<file path="config.mk">
export PLATFORM = sky130hd
export DESIGN_NAME = Divider_Unsighed
export DESIGN_NICKNAME = d
export VERILOG_FILES = /design/src/rtl/divider_pkg.sv /design/src/rtl/Divider_Unsighed.sv /design/src/rtl/divider.sv
export SDC_FILE = /design/constraint.sdc
export NUM_CORES = 1
export LEC_CHECK = 0
export ABC_AREA = 1
export CORE_ASPECT_RATIO = 0.8
export CORE_MARGIN = 2
export CORE_UTILIZATION = 58
export CTS_CLUSTER_DIAMETER = 60
export DETAILED_ROUTE_END_ITERATION = 7
export PLACE_DENSITY_LB_ADDON = 0.12
export SKIP_CTS_REPAIR_TIMING = 1
export SLEW_MARGIN = 20
export SYNTH_ARGS = -nofsm -noshare
export SYNTH_HDL_FRONTEND = slang
export SYNTH_HIERARCHICAL = 1
export SYNTH_SLANG_ARGS = --single-unit
</file>
<file path="constraint.sdc">
create_clock -name aclk -period 2.2 [get_ports aclk]
set_input_delay 0.22 -clock aclk [delete_from_list [all_inputs] [get_ports aclk]]
set_output_delay 0.22 -clock aclk [all_outputs]
set_load 0.02 [all_outputs]
</file>
<file path="src/rtl/divider_pkg.sv">
// divider_pkg -- shared definitions for the iterative divider.
//   DIV_WIDTH   : operand width (quotient and remainder are each this wide)
//   DIV_ITER    : number of radix-2 iterations (one quotient bit each)
//   DIV_LATENCY : edges from operand capture to the result strobe
//   div_state_e : controller states IDLE -> CALC -> FIX -> DONE
//   cond_negate : two's-complement negation when 'neg' is set, used both
//                 for taking magnitudes and for applying the result signs
package divider_pkg;

  localparam int DIV_WIDTH   = 32;
  localparam int DIV_ITER    = 32;
  localparam int DIV_LATENCY = 34;

  typedef enum logic [1:0] {
    IDLE = 2'd0,
    CALC = 2'd1,
    FIX  = 2'd2,
    DONE = 2'd3
  } div_state_e;

  function automatic logic [DIV_WIDTH-1:0] cond_negate(input logic [DIV_WIDTH-1:0] v,
                                                       input logic                 neg);
    logic [DIV_WIDTH-1:0] res;
    if (neg) begin
      res = ~v + 32'd1;
    end else begin
      res = v;
    end
    return res;
  endfunction

endpackage

</file>
<file path="src/rtl/Divider_Unsighed.sv">
// Divider_Unsighed -- legacy name for the unsigned divider (divider with SIGNED=0).
//   Ports identical to divider; m_axis_dout_tuser exists only when
//   DIVIDER_DBZ_FLAG_EN is defined.
module Divider_Unsighed
  import divider_pkg::*;
(
  input  logic                   aclk,
  input  logic                   aresetn,
  input  logic                   s_axis_divisor_tvalid,
  input  logic [DIV_WIDTH-1:0]   s_axis_divisor_tdata,
  input  logic                   s_axis_dividend_tvalid,
  input  logic [DIV_WIDTH-1:0]   s_axis_dividend_tdata,
  output logic                   m_axis_dout_tvalid,
  output logic [2*DIV_WIDTH-1:0] m_axis_dout_tdata
`ifdef DIVIDER_DBZ_FLAG_EN
  ,
  output logic                   m_axis_dout_tuser
`endif
);

  divider #(.SIGNED(1'b0)) u_divider (
    .aclk                   (aclk),
    .aresetn                (aresetn),
    .s_axis_divisor_tvalid  (s_axis_divisor_tvalid),
    .s_axis_divisor_tdata   (s_axis_divisor_tdata),
    .s_axis_dividend_tvalid (s_axis_dividend_tvalid),
    .s_axis_dividend_tdata  (s_axis_dividend_tdata),
    .m_axis_dout_tvalid     (m_axis_dout_tvalid),
    .m_axis_dout_tdata      (m_axis_dout_tdata)
`ifdef DIVIDER_DBZ_FLAG_EN
    ,
    .m_axis_dout_tuser      (m_axis_dout_tuser)
`endif
  );

endmodule

</file>
<file path="src/rtl/divider.sv">
// divider -- 32-bit iterative radix-2 restoring divider, fixed 34-cycle latency.
//   aclk / aresetn            : clock, asynchronous active-low reset
//   s_axis_divisor_tvalid/tdata  : divisor operand (no tready)
//   s_axis_dividend_tvalid/tdata : dividend operand (no tready)
//   m_axis_dout_tvalid        : one-cycle result strobe
//   m_axis_dout_tdata         : {quotient, remainder}, held until next result
//   m_axis_dout_tuser         : divide-by-zero flag, present only when the
//                               macro DIVIDER_DBZ_FLAG_EN is defined
// SIGNED=1 gives truncating two's-complement division (remainder takes the
// sign of the dividend); SIGNED=0 gives unsigned division. Divisor 0 yields
// quotient all-ones and remainder equal to the dividend in both modes.
module divider
  import divider_pkg::*;
#(
  parameter bit SIGNED = 1'b1
) (
  input  logic                   aclk,
  input  logic                   aresetn,
  input  logic                   s_axis_divisor_tvalid,
  input  logic [DIV_WIDTH-1:0]   s_axis_divisor_tdata,
  input  logic                   s_axis_dividend_tvalid,
  input  logic [DIV_WIDTH-1:0]   s_axis_dividend_tdata,
  output logic                   m_axis_dout_tvalid,
  output logic [2*DIV_WIDTH-1:0] m_axis_dout_tdata
`ifdef DIVIDER_DBZ_FLAG_EN
  ,
  output logic                   m_axis_dout_tuser
`endif
);

  localparam logic [4:0] LAST_ITER = 5'(DIV_ITER - 1);

  div_state_e             state_r;
  div_state_e             state_nxt_s;
  logic [4:0]             cnt_r;
  logic [DIV_WIDTH-1:0]   quo_r;     // dividend magnitude shifting out, quotient bits shifting in
  logic [DIV_WIDTH-1:0]   rem_r;     // partial remainder
  logic [DIV_WIDTH-1:0]   dvs_r;     // divisor magnitude
  logic [DIV_WIDTH-1:0]   dvd_r;     // original dividend, returned on divide-by-zero
  logic                   neg_q_r;
  logic                   neg_rem_r;
  logic                   dbz_r;
  logic [2*DIV_WIDTH-1:0] res_r;     // sign-corrected result staged for DONE
`ifdef DIVIDER_DBZ_FLAG_EN
  logic                   res_dbz_r;
`endif

  logic                   accept_s;
  logic                   dvd_neg_s;
  logic                   dvs_neg_s;
  logic [DIV_WIDTH:0]     shift_s;
  logic                   fits_s;
  logic [DIV_WIDTH-1:0]   trial_s;

  // Operand acceptance, operand signs and the restoring trial subtraction.
  always_comb begin
    accept_s  = (state_r == IDLE) && s_axis_divisor_tvalid && s_axis_dividend_tvalid;
    dvd_neg_s = SIGNED && s_axis_dividend_tdata[DIV_WIDTH-1];
    dvs_neg_s = SIGNED && s_axis_divisor_tdata[DIV_WIDTH-1];
    shift_s   = {rem_r, quo_r[DIV_WIDTH-1]};
    fits_s    = (shift_s >= {1'b0, dvs_r});
    // When the divisor fits, the true difference is below 2^32, so the
    // low-order subtraction is exact.
    trial_s   = shift_s[DIV_WIDTH-1:0] - dvs_r;
  end

  // Controller next-state logic.
  always_comb begin
    state_nxt_s = state_r;
    case (state_r)
      IDLE: begin
        if (accept_s) begin
          state_nxt_s = CALC;
        end else begin
          state_nxt_s = IDLE;
        end
      end
      CALC: begin
        if (cnt_r == LAST_ITER) begin
          state_nxt_s = FIX;
        end else begin
          state_nxt_s = CALC;
        end
      end
      FIX:     state_nxt_s = DONE;
      DONE:    state_nxt_s = IDLE;
      default: state_nxt_s = IDLE;
    endcase
  end

  // Controller state register.
  always_ff @(posedge aclk or negedge aresetn) begin
    if (!aresetn) begin
      state_r <= IDLE;
    end else begin
      state_r <= state_nxt_s;
    end
  end

  // Datapath: capture, iterate, sign-correct, then publish the result.
  always_ff @(posedge aclk or negedge aresetn) begin
    if (!aresetn) begin
      cnt_r              <= 5'd0;
      quo_r              <= 32'd0;
      rem_r              <= 32'd0;
      dvs_r              <= 32'd0;
      dvd_r              <= 32'd0;
      neg_q_r            <= 1'b0;
      neg_rem_r          <= 1'b0;
      dbz_r              <= 1'b0;
      res_r              <= 64'd0;
      m_axis_dout_tvalid <= 1'b0;
      m_axis_dout_tdata  <= 64'd0;
`ifdef DIVIDER_DBZ_FLAG_EN
      res_dbz_r          <= 1'b0;
      m_axis_dout_tuser  <= 1'b0;
`endif
    end else begin
      m_axis_dout_tvalid <= 1'b0;
      case (state_r)
        IDLE: begin
          if (accept_s) begin
            dvd_r     <= s_axis_dividend_tdata;
            quo_r     <= cond_negate(s_axis_dividend_tdata, dvd_neg_s);
            dvs_r     <= cond_negate(s_axis_divisor_tdata, dvs_neg_s);
            rem_r     <= 32'd0;
            cnt_r     <= 5'd0;
            neg_q_r   <= dvd_neg_s ^ dvs_neg_s;
            neg_rem_r <= dvd_neg_s;
            dbz_r     <= (s_axis_divisor_tdata == 32'd0);
          end
        end
        CALC: begin
          quo_r <= {quo_r[DIV_WIDTH-2:0], fits_s};
          rem_r <= fits_s ? trial_s : shift_s[DIV_WIDTH-1:0];
          cnt_r <= cnt_r + 5'd1;
        end
        FIX: begin
          // 0x80000000 / -1 needs no special case: the magnitude quotient
          // 0x80000000 with a positive sign already reads as 0x80000000.
          if (dbz_r) begin
            res_r <= {32'hFFFF_FFFF, dvd_r};
          end else begin
            res_r <= {cond_negate(quo_r, neg_q_r), cond_negate(rem_r, neg_rem_r)};
          end
`ifdef DIVIDER_DBZ_FLAG_EN
          res_dbz_r <= dbz_r;
`endif
        end
        DONE: begin
          m_axis_dout_tvalid <= 1'b1;
          m_axis_dout_tdata  <= res_r;
`ifdef DIVIDER_DBZ_FLAG_EN
          m_axis_dout_tuser  <= res_dbz_r;
`endif
        end
        default: begin
          m_axis_dout_tvalid <= 1'b0;
        end
      endcase
    end
  end

endmodule

</file>
==> flow_summary.toml <==
[floorplan]
die_w_um = 174
die-area_um2 = 24400
rows = 49
io_pins = 133
initial_utilization_pct = 59.4
core_area_um2 = 22600
die_h_um = 140

[synth]
synth_fa_ha_area_share_pct = 3.31
syn_avg_cell_area_um2 = 7.57
synth_area_um2 = 13400
synthXorXnorAreaFrac_pct = 1.04
ys_seq_elements = 265
synth_top_family_by_area = "simple AND/OR/NAND/NOR gates"
synth_compound_area_share_pct = 10.4
netlist_instances = 1777
synth-main-ff-cell = "dfrtp_1"
synth_edf_count = 0
yosysSeqAreaShare_pct = 49.3
yosysUniqueCellTypes = 36
synthesis.nets = 1880
yosys.area_share.simple_pct = 25.8
synthArstFlopShare_pct = 100
yosys_warnings = 6
yosys-mux-area-fraction_pct = 0

[cells_and_area]
diodes = 0
fin_nets = 2064
area_growth_pct = 30.1
design_area_um2 = 17500
fin_cells = 2288
postLayoutCoreUtil_pct = 77.3
drive_gt1_share_pct = 15.4

[sta]
hold_viol = 0
hold_ws_ns = 0.172
min_period_ns = 2.18
tns_ns = 0
timing.final.ws_setup_ns = 0.0234
drv_slew = 0
worst_pin_slew_ns = 0.635
fin_skew_ns = 0.0149
period_share_pct = 98.9
relSlewSlack_pct = 57.6
max_freq_mhz = 459
rsz0062_at_grt = "true"
setup_viol = 0

[placed_design]
placed_area_um2 = 15500
hpwlAfterDp_mm = 28.3
place_ws_ns = -0.191
dp_cells = 2216
gp_congestion = 0.954
port-buffer-count = 132

[detailed_routing]
drt-initial-drc-count = 1101
routed_wl_mm = 39.9
drtAntennaViolNets = 0
vias = 12500
drt_first_pass_iters = 7
routedWlPerCell_um = 17.5
post_drt_via_cell_ratio = 5.47
route.detailed.drc = 0

[clock_network]
htree_levels = 1
cts_sinks = 265
cts_root_buf = "clkbuf_16"
cts_buffer_depth = 3
clock_latency_ns = 0.56
cts_made_buffers = 27
cts_tree = "yes"
path_clk_slew_ns = 0.06

[worst_setup_path]
startpoint = "u_divider/rem_r[7]"
path_max_fanout = 8
critPathKind = "reg2reg"
rrSetupSlack_ns = 0.02
worstSetupEndpoint = "u_divider/rem_r[9]"
required_ns = 2.64
reg2reg_to = "u_divider/rem_r[9]"
r2r_start = "u_divider/rem_r[7]"
arrival_ns = 2.61
r2r_cells = 15
worstSetupEndpointType = "flip-flop"
crit_path_start_kind = "flip-flop"

[outcome]
status = "finished, final reports clean"

[worst_hold_path]
hp-class = "in2async"

[power]
p_total_mw = 30.9
power.density_nw_per_um2 = 1770
p_leak_nw = 8.92
peakVddDrop_v = 0.00138

[global_route]
grt_pass1_vias = 11700
grt_overflow = 0
grt_first_pass_wirelength_mm = 62.3
grt_max_degree = 93
grtUsageTotal_pct = 32.2
antenna_found_initial = 0

[run]
maxCapViolCount = 0
worst min-delay path by stage:
stage / to / slack [ns] / cells after the start
6_report: u_divider/quo_r[10] / 0.17 / 2
5_1_grt: u_divider/m_axis_dout_tdata[43] / 0.22 / 2
4_1_cts: u_divider/m_axis_dout_tdata[41] / -0.42 / 1
3_5_place_dp: u_divider/m_axis_dout_tdata[41] / 0.16 / 1
3_3_place_gp: u_divider/m_axis_dout_tdata[42] / 0.16 / 1
2_1_floorplan: async pin / -0.08 / 0
synth_stat cells, types with 2 or more instances:
cell	n	area (µm²)
a21o_1	2	15.0
a21oi_1	65	325
a22o_1	2	17.5
and2_1	6	37.5
buf_2	9	45.0
buf_4	2	15.0
buf_6	2	22.5
clkbuf_1	57	214
clkinv_1	2	7.51
dfrtp_1	265	6630
ha_1	34	425
inv_1	272	1020
inv_2	4	15.0
nand2_1	621	2330
nand2_2	4	25.0
nand3_1	110	551
nand3_2	6	60.1
nand3b_1	2	15.0
nand4_1	10	62.6
nor2_1	56	210
nor2_2	7	43.8
nor3_1	4	20.0
nor4_1	5	31.3
o211ai_1	2	15.0
o21ai_0	194	971
o22ai_1	9	56.3
or2_2	2	12.5
xnor2_1	14	123
xor2_1	2	17.5
registers in the layout, indices dropped and copies added (netlist names), named ones only:
name                          flops
u_divider/cnt_r                   5
u_divider/dbz_r                   1
u_divider/rem_r                  32
u_divider/quo_r                  32
u_divider/dvd_r                  32
u_divider/dvs_r                  32
u_divider/state_r                 1
u_divider/res_r                  64
u_divider/m_axis_dout_tdata      64
u_divider/m_axis_dout_tvalid      1
area by class of cell:
cell class                 instances  area [µm²]
clock buffer                      30         717
clock inverter                    20         288
fill                            1606        5130
inverter                         278        1040
multi-input combinational       1163        6180
sequential                       265        6650
tap                              306         383
timing repair buffer             226        2230
cell families (layout without fill, tap and decap cells):
kind of cell	Yosys count	in the layout
xor+xnor	16	16
compound gates	274	274
simple gates	838	838
flops	265	265
buf+inv	349	554
fa+ha+maj	35	35
layout by cell type, fill, tap and decap left out, types with 8 or more instances in the layout:
cell | Yosys | final
o22ai_1 | 9 | 9
inv_1 | 272 | 260
nand2_1 | 621 | 581
ha_4 | 0 | 31
nand2_2 | 4 | 37
nand2_4 | 1 | 8
a21oi_1 | 65 | 62
xnor2_1 | 14 | 13
buf_12 | 0 | 11
clkdlybuf4s50_1 | 0 | 131
nor2_1 | 56 | 38
dfrtp_2 | 0 | 15
inv_2 | 4 | 17
nor2_2 | 7 | 12
buf_4 | 2 | 78
nand4_1 | 10 | 10
clkbuf_16 | 0 | 30
o21ai_0 | 194 | 193
nor2_4 | 1 | 14
nand3_2 | 6 | 15
nand3_1 | 110 | 100
dfrtp_1 | 265 | 250
where the power goes:
| group | total, mW | internal [mW] | switching [mW] |
|---|---|---|---|
| sequential | 7.88 | 6.56 | 1.32 |
| combinational | 17.9 | 7.52 | 10.4 |
| clock | 5.15 | 3.09 | 2.07 |
critical path: stages (launching register included):
cell and delay [ns]:
dfrtp_2 0.46, ha_4 0.33, nand2_1 0.08, nand2_2 0.08, inv_1 0.05, nand2_2 0.11
inv_2 0.05, nand3_2 0.11, nand2_1 0.10, nand2_2 0.09, nand2_4 0.09, nand2_8 0.15
buf_12 0.14, nand2_1 0.06, nand3_1 0.08, nand2_1 0.06
layer usage:
layer | part of all wire (%) | global-route usage (%) | vias to the layer above
met5 | 0 | 0 | -
li1 | - | - | 5909
met4 | 2.5 | 8.80 | 0
met1 | 44 | 47.3 | 6024
met2 | 45 | 50.0 | 507
met3 | 7.8 | 5.37 | 77
(Power assumes the default switching activity.)
